$ cat config.mk
export PLATFORM = sky130hd
export DESIGN_NAME = alu_seq_ctrl
export DESIGN_NICKNAME = d
export VERILOG_FILES = /design/src/rtl/alu_seq_ctrl.sv
export SDC_FILE = /design/constraint.sdc
export NUM_CORES = 1
export LEC_CHECK = 0
export BUFFER_PORTS_ARGS = -buffer_cell sky130_fd_sc_hd__buf_2
export CAP_MARGIN = 10
export CORE_MARGIN = 2
export CORE_UTILIZATION = 54
export DETAILED_ROUTE_END_ITERATION = 10
export PLACE_DENSITY = 0.81
export SLEW_MARGIN = 20
export SYNTH_ARGS = -nofsm -noshare
export SYNTH_HDL_FRONTEND = slang
export SYNTH_SLANG_ARGS = --single-unit
export TNS_END_PERCENT = 5
$ cat constraint.sdc
create_clock -name clk -period 2.5 [get_ports clk]
set_input_delay 0.75 -clock clk [delete_from_list [all_inputs] [get_ports clk]]
set_output_delay 0.75 -clock clk [all_outputs]
set_load 0.05 [all_outputs]
$ cat src/rtl/alu_seq_ctrl.sv
// Multi-cycle sequencer around the shared 16-bit ALU: builds 16x16 multiply (low half,
// shift-and-add) and 0..15-place shifts from single-pass ALU operations.
module alu_seq_ctrl #(
    parameter int unsigned WIDTH = 16,
    parameter int unsigned CNT_W = 4
) (
    input  logic             clk,
    input  logic             reset,
    input  logic             start,
    input  logic [1:0]       cmd,
    input  logic [WIDTH-1:0] op_a,
    input  logic [WIDTH-1:0] op_b,
    input  logic [WIDTH-1:0] aluout,
    output logic [WIDTH-1:0] alu_rsdata,
    output logic [WIDTH-1:0] alu_rmdata,
    output logic [WIDTH-1:0] alu_n,
    output logic             alu_instr_bit_15,
    output logic [1:0]       alu_instr_bit_12_11,
    output logic             alu_instr_bit_4,
    output logic [WIDTH-1:0] result,
    output logic             busy,
    output logic             done
);

    typedef enum logic [2:0] {StIdle, StMAdd, StMShl, StMShr, StSh} state_e;

    localparam logic [1:0] CmdMul = 2'b00;
    localparam logic [1:0] CmdLsl = 2'b01;
    localparam logic [1:0] CmdLsr = 2'b10;
    localparam logic [1:0] CmdAsr = 2'b11;

    state_e           state_q, state_d;
    logic [WIDTH-1:0] acc_q, acc_d;
    logic [WIDTH-1:0] mcand_q, mcand_d;
    logic [WIDTH-1:0] mplier_q, mplier_d;
    logic [WIDTH-1:0] val_q, val_d;
    logic [CNT_W-1:0] rem_q, rem_d;
    logic [1:0]       cmd_q, cmd_d;
    logic [WIDTH-1:0] result_q, result_d;
    logic             done_q, done_d;

    always_ff @(posedge clk) begin
        if (reset) begin
            state_q  <= StIdle;
            acc_q    <= '0;
            mcand_q  <= '0;
            mplier_q <= '0;
            val_q    <= '0;
            rem_q    <= '0;
            cmd_q    <= '0;
            result_q <= '0;
            done_q   <= 1'b0;
        end else begin
            state_q  <= state_d;
            acc_q    <= acc_d;
            mcand_q  <= mcand_d;
            mplier_q <= mplier_d;
            val_q    <= val_d;
            rem_q    <= rem_d;
            cmd_q    <= cmd_d;
            result_q <= result_d;
            done_q   <= done_d;
        end
    end

    always_comb begin
        state_d  = state_q;
        acc_d    = acc_q;
        mcand_d  = mcand_q;
        mplier_d = mplier_q;
        val_d    = val_q;
        rem_d    = rem_q;
        cmd_d    = cmd_q;
        result_d = result_q;
        done_d   = 1'b0;
        unique case (state_q)
            StIdle: begin
                if (start) begin
                    cmd_d = cmd;
                    if (cmd == CmdMul) begin
                        acc_d    = '0;
                        mcand_d  = op_a;
                        mplier_d = op_b;
                        state_d  = StMAdd;
                    end else if (op_b[CNT_W-1:0] == '0) begin
                        // Zero-place shift completes without touching the ALU.
                        result_d = op_a;
                        done_d   = 1'b1;
                    end else begin
                        val_d   = op_a;
                        rem_d   = op_b[CNT_W-1:0];
                        state_d = StSh;
                    end
                end
            end
            StMAdd: begin
                acc_d   = aluout;
                state_d = StMShl;
            end
            StMShl: begin
                mcand_d = aluout;
                state_d = StMShr;
            end
            StMShr: begin
                mplier_d = aluout;
                // No multiplier bits left: the product in acc is final.
                if (aluout == '0) begin
                    result_d = acc_q;
                    done_d   = 1'b1;
                    state_d  = StIdle;
                end else begin
                    state_d = StMAdd;
                end
            end
            StSh: begin
                val_d = aluout;
                rem_d = rem_q - 1'b1;
                if (rem_q == CNT_W'(1)) begin
                    result_d = aluout;
                    done_d   = 1'b1;
                    state_d  = StIdle;
                end
            end
            default: state_d = StIdle;
        endcase
    end

    // ALU opcode {bit15, bit12_11, bit4}: ADD-R 0000, LSL 1000, LSR 1100, ASR 1101.
    always_comb begin
        alu_rsdata          = '0;
        alu_rmdata          = '0;
        alu_instr_bit_15    = 1'b0;
        alu_instr_bit_12_11 = 2'b00;
        alu_instr_bit_4     = 1'b0;
        unique case (state_q)
            StIdle: ;
            StMAdd: begin
                alu_rsdata = acc_q;
                alu_rmdata = mplier_q[0] ? mcand_q : '0;
            end
            StMShl: begin
                alu_instr_bit_15 = 1'b1;
                alu_rsdata       = mcand_q;
            end
            StMShr: begin
                alu_instr_bit_15    = 1'b1;
                alu_instr_bit_12_11 = 2'b10;
                alu_rsdata          = mplier_q;
            end
            StSh: begin
                alu_rsdata       = val_q;
                alu_instr_bit_15 = 1'b1;
                unique case (cmd_q)
                    CmdLsr: alu_instr_bit_12_11 = 2'b10;
                    CmdAsr: begin
                        alu_instr_bit_12_11 = 2'b10;
                        alu_instr_bit_4     = 1'b1;
                    end
                    default: ;
                endcase
            end
            default: ;
        endcase
    end

    assign alu_n  = '0;
    assign busy   = (state_q != StIdle);
    assign done   = done_q;
    assign result = result_q;

endmodule

After elaboration in Yosys (flattened, before gate mapping)

Index checks and enable logic that the tools add are counted.

Add/subtract/negate cells: 1
Eq/ne operators: 15
Muxes and demuxes: 43
Reduce and logical (&&, ||, !) cells: 19

Operators by type and width:

| cell                  | count |
|---|---|
| $mux W16              | 16 |
| $pmux W16 S2          | 4 |
| $pmux W16 S4          | 1 |
| $pmux W16 S3          | 1 |
| $logic_not A16 Y1     | 1 |
| $pmux W3 S5           | 1 |
| $ne A2 B2 Y1 const B  | 7 |
| $mux W3               | 4 |
| $mux W4               | 3 |
| $reduce_and A3 Y1     | 4 |
| $mux W1               | 9 |
| $pmux W4 S2           | 1 |
| $reduce_bool A2 Y1    | 4 |
| $eq A3 B2 Y1 const B  | 2 |
| $reduce_and A6 Y1     | 1 |
| $reduce_bool A3 Y1    | 2 |
| $eq A2 B2 Y1 const B  | 2 |
| $eq A4 B1 Y1 const B  | 1 |
| $logic_not A4 Y1      | 1 |
| $pmux W2 S2           | 1 |
| $reduce_and A4 Y1     | 1 |
| $sub A4 B1 Y4 const B | 1 |
| $eq A3 B1 Y1 const B  | 1 |
| $eq A3 B3 Y1 const B  | 1 |
| other kinds (8)       | 8 |

Flip-flop bits (word level): 90
Input bits: 53
Output and inout bits: 70

Depth between registers and ports, before layout

Gate-level depths: netlist of run 1.

Depth after elaboration: 5
Gate-level depth with buffers: 8
Depth with buffers taken out: 6

Least setup slack after synthesis of run 1

OpenSTA, ideal clock, no wires.

Path kind: register -> output
From: register state_q[2]
To: output port alu_instr_bit_4
Arrival time: 1.729 ns
Data required time: 1.750 ns
Path slack: 0.021 ns
Cell stages (with the launch flop): 6
Buffers on the path: 3
Path through: dfxtp_1 -> buf_6 -> nor3b_2 -> clkbuf_1 -> buf_1 -> and3_1

Word-level cells in the longest chain between the ends: 2

Ends and longest elaborated chain:

| item                     | line | text |
|---|---|---|
| start: declaration       | 32   | `state_e state_q, state_d;` |
| start signal: assignment | 44   | `state_q <= StIdle;` |
| start signal: assignment | 54   | `state_q <= state_d;` |
| $eq A3 B3 Y1             | 135  | `unique case (state_q)` |
| $mux W1                  | 135  |  |
| end: declaration         | 19   | `output logic alu_instr_bit_4,` |

No other way between the ends.

Final worst setup path of run 1

From: register state_q[2]
To: output port alu_rsdata[8]

Word-level cells in the longest chain between the ends: 2

Ends and longest elaborated chain:

| item                                 | line | text |
|---|---|---|
| $eq A3 B3 Y1 (tied with other cells) | 135  |  |
| $pmux W16 S4 *                       | 135  |  |
| end: declaration                     | 14   | `output logic [WIDTH-1:0] alu_rsdata,` |

Mark *: on every way between the ends. The rest lies on a longest branch, timed or not.

==> results of run 1 <==
==> flip-flops by register name (all words and copies together) (netlist names) <==
| register | count |
|---|---|
| val_q | 16 |
| mplier_q | 16 |
| result | 16 |
| rem_q | 4 |
| mcand_q | 16 |
| done | 1 |
| cmd_q | 2 |
| state_q | 3 |
| acc_q | 16 |
==> path summary, 6_finish.rpt <==
| path | from | endpoint | slack (ns) | cells after the start |
|---|---|---|---|---|
| worst max-delay path | state_q[2] | alu_rsdata[8] | -0.15 | 5 |
| worst min-delay path | cmd_q[0] | cmd_q[0] | 0.47 | 2 |
| worst max register to register | state_q[2] | result[12] | 0.34 | 8 |
| worst min register to register | cmd_q[0] | cmd_q[0] | 0.47 | 2 |
==> through the flow <==
stage,utilization [%],std cells
floorplan,-,600
global placement,62.9,771
detailed placement,62.9,771
CTS,67.1,791
global route,68.3,795
finish,68.3,795
==> where the power goes <==
part / switching (mW) / internal [mW]
clock network: 0.552 / 0.466
logic: 0.798 / 0.434
registers: 0.0976 / 1.57
total: 1.45 / 2.47
==> timing repair <==
item                       4_1_cts  5_1_grt
setup buffers                    3        4
cloned                           1        0
setup endpoints to repair       31       30
resized for setup               41       28
pin swaps                        4        5
==> cells by family after synthesis <==
kind of cell / Yosys count / synth area share, %
other: 1 / 0.0774
adder cells (fa/ha/maj): 2 / 0.516
flip-flops: 90 / 37.2
AO/OA/AOI/OAI: 154 / 24.1
multiplexers: 32 / 7.72
AND/OR/NAND/NOR: 228 / 21.9
buffers and inverters: 77 / 8.49
==> placed cells by master (no fill, tap or decap), types with 18 or more instances in the layout <==
cell / count
nand2_1: 96
dfxtp_1: 87
buf_2: 74
nor2_1: 59
buf_4: 43
a311oi_1: 34
a22oi_1: 26
a21oi_1: 23
buf_6: 19
nand3_1: 18
==> area by class of cell <==
| type | count | area [µm²] | area share [%] |
|---|---|---|---|
| multi-input combinational | 433 | 2720 | 45.7 |
| sequential | 90 | 1810 | 30.4 |
| timing repair buffer | 144 | 1070 | 18.0 |
| tap | 108 | 135 | 2.27 |
| clock buffer | 10 | 128 | 2.14 |
| clock inverter | 6 | 66.3 | 1.11 |
| inverter | 4 | 15.0 | 0.252 |
==> per-layer routing <==
layer | track usage (%) | wire length (µm) | up-vias
met2 | 46.2 | 6780 | 370
met4 | 12.3 | 446 | 0
met3 | 5.04 | 1640 | 45
met5 | 0 | 0 | -
li1 | - | - | 2304
met1 | 42.8 | 6410 | 2363
==> critical path: cells and delay by family (launching register included) <==
family / cells / cell delay (ns)
buffers and inverters: 2 / 0.34
and+or+nand+nor: 1 / 0.24
DFF: 1 / 0.38
AOI/OAI and AO/OA: 2 / 0.56
==> metrics.md, run 1 <==
| Metric | Value |
|---|---|
| Peak supply drop | `~0.29 mV` |
| Post-DP Area | `between 5000 and 6000 µm²` |
| Initial antenna violation count | `0` |
| Synth cell types | `53` |
| Layout cells sized above 1 | `between 20% and 30%` |
| Total track usage | `approximately 30%` |
| Final setup vio count | `16` |
| Core box area | `slightly below 9000 µm²` |
| Die width | `98.7 µm` |
| Post-route cell area | `5960 µm²` |
| Max Fclk | `between 300 and 400 MHz` |
| Reg clk slew, reported paths | `about 0.09 ns` |
| Input/output buffers | `between 100 and 150` |
| Fin. max-slew vios | `0` |
| Worst Hold Class | `register to register` |
| Setup crit end kind | `output pin` |
| Cell with the most instances after synthesis | `nand2_1` |
| # hold bufs at CTS | `0` |
| Largest net degree at the start of global routing | `55` |
| Yosys top cell area share | `~37%` |
| Average cell area after synthesis | `~8.3 µm²` |
| Relative slew slack | `between 40% and 50%` |
| Drt drc | `0` |
| Htree depth | `3` |
| Number of flops mapped to enable cells by yosys | `0` |
| Routed wire per std cell | `19.2 µm` |
| Root buf cell | `clkbuf_8` |
| RSZ-0062 raised after global routing | `yes` |
| Top area cells in the synthesized netlist | `dfxtp_1 (37%), nand2_1 (7.4%), a311oi_1 (6.1%)` |
| Power, Total | `between 3 and 4 mW` |
| Crit-path cells | `and3b_2, buf_12, a22o_1, a221o_1, buf_6` |
| CTS max path bufs | `2` |
| Initial drt markers | `between 700 and 800` |
| Max incr delay on CP | `~0.38 ns` |
| Post-Synthesis Cells | `roughly 600` |
| CTS tree | `yes` |
| Final WS setup | `-0.148 ns` |
| Setup TNS | `-1.04 ns` |
| Initial Utilization | `55.6%` |
| Fillers | `between 600 and 700` |
| Slew at the pin closest to its max-slew limit | `roughly 0.84 ns` |
| Yosys reg bits | `90` |
| DP HPWL | `slightly above 10000 µm` |
| Area grow syn2layout | `22.9%` |
| Power per Cell Area | `658 nW/µm²` |
| Sequential cell area fraction in the yosys report | `between 30% and 40%` |
| Max-Cap Viols | `0` |
| CP startpoint kind | `register` |
| Cell taking the most area after synthesis | `dfxtp_1` |
| Final #Nets | `737` |
| Total gr overflow | `0` |
| Vias per cell | `6.39` |
| First-pass GRT wire length | `between 20000 and 25000 µm` |
| Critical path required time | `1.75 ns` |
| Critical-path top delay cell | `dfxtp_4` |
| Top_reg_cell synth | `dfxtp_1` |
| Top cells by count, synth | `nand2_1 (96), dfxtp_1 (90), nor2_1 (59)` |
| Ports | `around 120` |
| Post-synth ARST share | `0%` |
| Skew final | `between 0.007 and 0.008 ns` |
| Num CTS Buffers | `9` |
| Largest fanout on the critical path | `17` |
| DR pass1 iterations | `7` |
| Die Footprint | `approximately 9700 µm²` |
| Crit path time final | `2.65 ns` |
| Vias in the first global route | `4535` |
| Mapped cell area | `just under 5000 µm²` |
| Period utilization | `106%` |
| Worst skew pair latency | `about 0.36 ns` |
| DP Worst Slack | `-0.0703 ns` |
| Critical path class | `register to output pin` |
| Rows | `34` |
| Via Count | `about 5000` |
| Pleak | `2.56 nW` |
| Critical path arrival | `1.90 ns` |
| Total Wirelength | `15300 µm` |
| Run status | `finished with violations` |
| Die Ht | `around 99 µm` |
| GPL Wtd Cong | `0.935` |
| Final ANT Viol Nets | `0` |
| Final Hold Vio Count | `0` |
| Synth Warn # | `0` |
| ANT cells | `0` |
| Failing checks | `setup timing` |
| CTS Sinks | `90` |
| Hold WS | `between 0.4 and 0.5 ns` |
Note: power is estimated with default switching activity, not from simulation.
==> inputs of run 2 (changes only) <==
--- a/config.mk
+++ b/config.mk
@@ -7,10 +7,11 @@
 export LEC_CHECK = 0
 export BUFFER_PORTS_ARGS = -buffer_cell sky130_fd_sc_hd__buf_2
 export CAP_MARGIN = 10
+export CORE_ASPECT_RATIO = 1.25
 export CORE_MARGIN = 2
-export CORE_UTILIZATION = 54
+export CORE_UTILIZATION = 58
 export DETAILED_ROUTE_END_ITERATION = 10
-export PLACE_DENSITY = 0.81
+export PLACE_DENSITY = 0.86
 export SLEW_MARGIN = 20
 export SYNTH_ARGS = -nofsm -noshare
 export SYNTH_HDL_FRONTEND = slang
==> constraint.sdc (replaced) <==
create_clock -name clk -period 3.25 [get_ports clk]
set_input_delay 0.975 -clock clk [delete_from_list [all_inputs] [get_ports clk]]
set_output_delay 0.975 -clock clk [all_outputs]
set_load 0.05 [all_outputs]
==> metrics.md, run 2 (synthesis results as in run 1) <==
| Metric | Value |
|---|---|
| Largest net degree at the start of global routing | `64` |
| Max-Cap Viols | `0` |
| # hold bufs at CTS | `0` |
| Hold WS | `around 0.46 ns` |
| Die Ht | `106 µm` |
| GPL Wtd Cong | `between 0.9 and 1` |
| Routed wire per std cell | `around 19 µm` |
| Commonest non-fill, non-tap cell in the layout | `buf_2` |
| Initial drt markers | `640` |
| Flip-flop and latch area | `around 1800 µm²` |
| Power, Total | `3.13 mW` |
| Final std cells w/o fill | `roughly 770` |
| Vias per cell | `6.52` |
| Post-DP Area | `5370 µm²` |
| Setup crit end kind | `output pin` |
| DP Worst Slack | `about 0.34 ns` |
| Htree depth | `3` |
| Drt drc | `6` |
| Placed cell count | `approximately 750` |
| Layout cells sized above 1 | `between 20% and 30%` |
| Final Hold Vio Count | `0` |
| Fin. max-slew vios | `0` |
| Total gr overflow | `0` |
| RSZ-0062 raised after global routing | `no` |
| Final #Nets | `720` |
| Max Fclk | `between 300 and 400 MHz` |
| Critical path class | `register to output pin` |
| Vias in the first global route | `4626` |
| Via Count | `between 4000 and 5000` |
| Period utilization | `between 90% and 100%` |
| Setup TNS | `0 ns` |
| HP Start | `cmd_q[0]` |
| Reg2reg path depth | `5` |
| CTS max path bufs | `2` |
| Die Footprint | `9110 µm²` |
| Crit path time final | `about 3.2 ns` |
| Final ANT Viol Nets | `0` |
| Final WS setup | `0.0927 ns` |
| CTS tree | `yes` |
| Core box area | `8190 µm²` |
| Slew at the pin closest to its max-slew limit | `around 0.95 ns` |
| Critical path required time | `~2.3 ns` |
| Run status | `finished with violations` |
| Worst hold endpoint | `cmd_q[0]` |
| CTS Sinks | `90` |
| Pleak | `2.47 nW` |
| Reg2reg end | `result[2]` |
| Relative slew slack | `between 30% and 40%` |
| Postcts setup bufs | `0` |
| Reg clk slew, reported paths | `approximately 0.09 ns` |
| Worst Hold Class | `register to register` |
| Input/output buffers | `105` |
| CP startpoint kind | `register` |
| Most frequent cells in the layout | `buf_2 (105), nand2_1 (96), dfxtp_1 (90)` |
| Root buf cell | `clkbuf_8` |
| Total Wirelength | `between 10000 and 15000 µm` |
| Initial Utilization | `between 50% and 60%` |
| Ports | `between 100 and 150` |
| DP HPWL | `9770 µm` |
| DR pass1 iterations | `10` |
| Final setup vio count | `0` |
| RR Startpoint | `state_q[2]` |
| Post-cts sizing count | `0` |
| Flop-to-flop setup slack | `between 0.7 and 0.8 ns` |
| Worst skew pair latency | `~0.37 ns` |
| Area grow syn2layout | `16.0%` |
| Failing checks | `DRC` |
| Area of the multi-input gates | `between 2000 and 3000 µm²` |
| Sequential power share | `41.2%` |
| Critical path arrival | `2.18 ns` |
| Clock power share | `slightly above 30%` |
| Rows | `37` |
| WHS Path Cells | `2` |
| ANT cells | `0` |
| First-pass GRT wire length | `around 23000 µm` |
| Pint | `about 2 mW` |
| Die width | `roughly 86 µm` |
| Combinational power share | `28.0%` |
| Skew final | `around 0.011 ns` |
| Peak supply drop | `0.364 mV` |
| Psw | `1.08 mW` |
| Num CTS Buffers | `9` |
| Util after Layout | `approximately two thirds` |
| Largest fanout on the critical path | `21` |
| Initial antenna violation count | `0` |
| Post-route cell area | `approximately 5600 µm²` |
| Fillers | `635` |
| Sw frac | `roughly 34%` |
| Total track usage | `31.4%` |
| Power per Cell Area | `556 nW/µm²` |
[run 2: area by class of cell]
| cell class | instances | share of cell area, % |
|---|---|---|
| inverter | 4 | 0.267 |
| timing repair buffer | 127 | 13.0 |
| multi-input combinational | 433 | 48.1 |
| tap | 97 | 2.16 |
| sequential | 90 | 32.0 |
| clock inverter | 4 | 1.74 |
| clock buffer | 12 | 2.76 |
[run 2: worst max-delay path by stage]
stage                from         endpoint  slack (ns)
2_1_floorplan  state_q[2]  alu_instr_bit_4        0.55
3_3_place_gp   aluout[14]       result[11]        0.40
3_5_place_dp   aluout[14]        result[4]        0.34
4_1_cts        state_q[2]    alu_rsdata[8]        0.12
5_1_grt        state_q[2]    alu_rsdata[8]        0.03
6_report       state_q[2]    alu_rsdata[8]        0.09
[run 2: power by group through the flow]
| stage | logic [mW] | clock network, mW | registers (mW) |
|---|---|---|---|
| after floorplan | 0.623 | 0 | 1.32 |
| after global placement | 0.832 | 0 | 1.30 |
| after detailed placement | 0.858 | 0 | 1.31 |
| after CTS | 0.860 | 0.963 | 1.29 |
| after global routing | 0.936 | 1.01 | 1.30 |
| final | 0.876 | 0.962 | 1.29 |
[run 2: critical path, stage by stage, from the launching register on]
cell,delay [ns]
dfxtp_1,0.58
nand2b_1,0.24
nor2_4,0.05
buf_4,0.23
a22o_1,0.21
a221o_1,0.28
buf_2,0.22
[run 2: layer usage]
metal,wire length [µm],track usage [%]
met1,5880,43.6
met2,6640,46.5
met3,1480,6.60
met4,379,14.9
met5,0,0
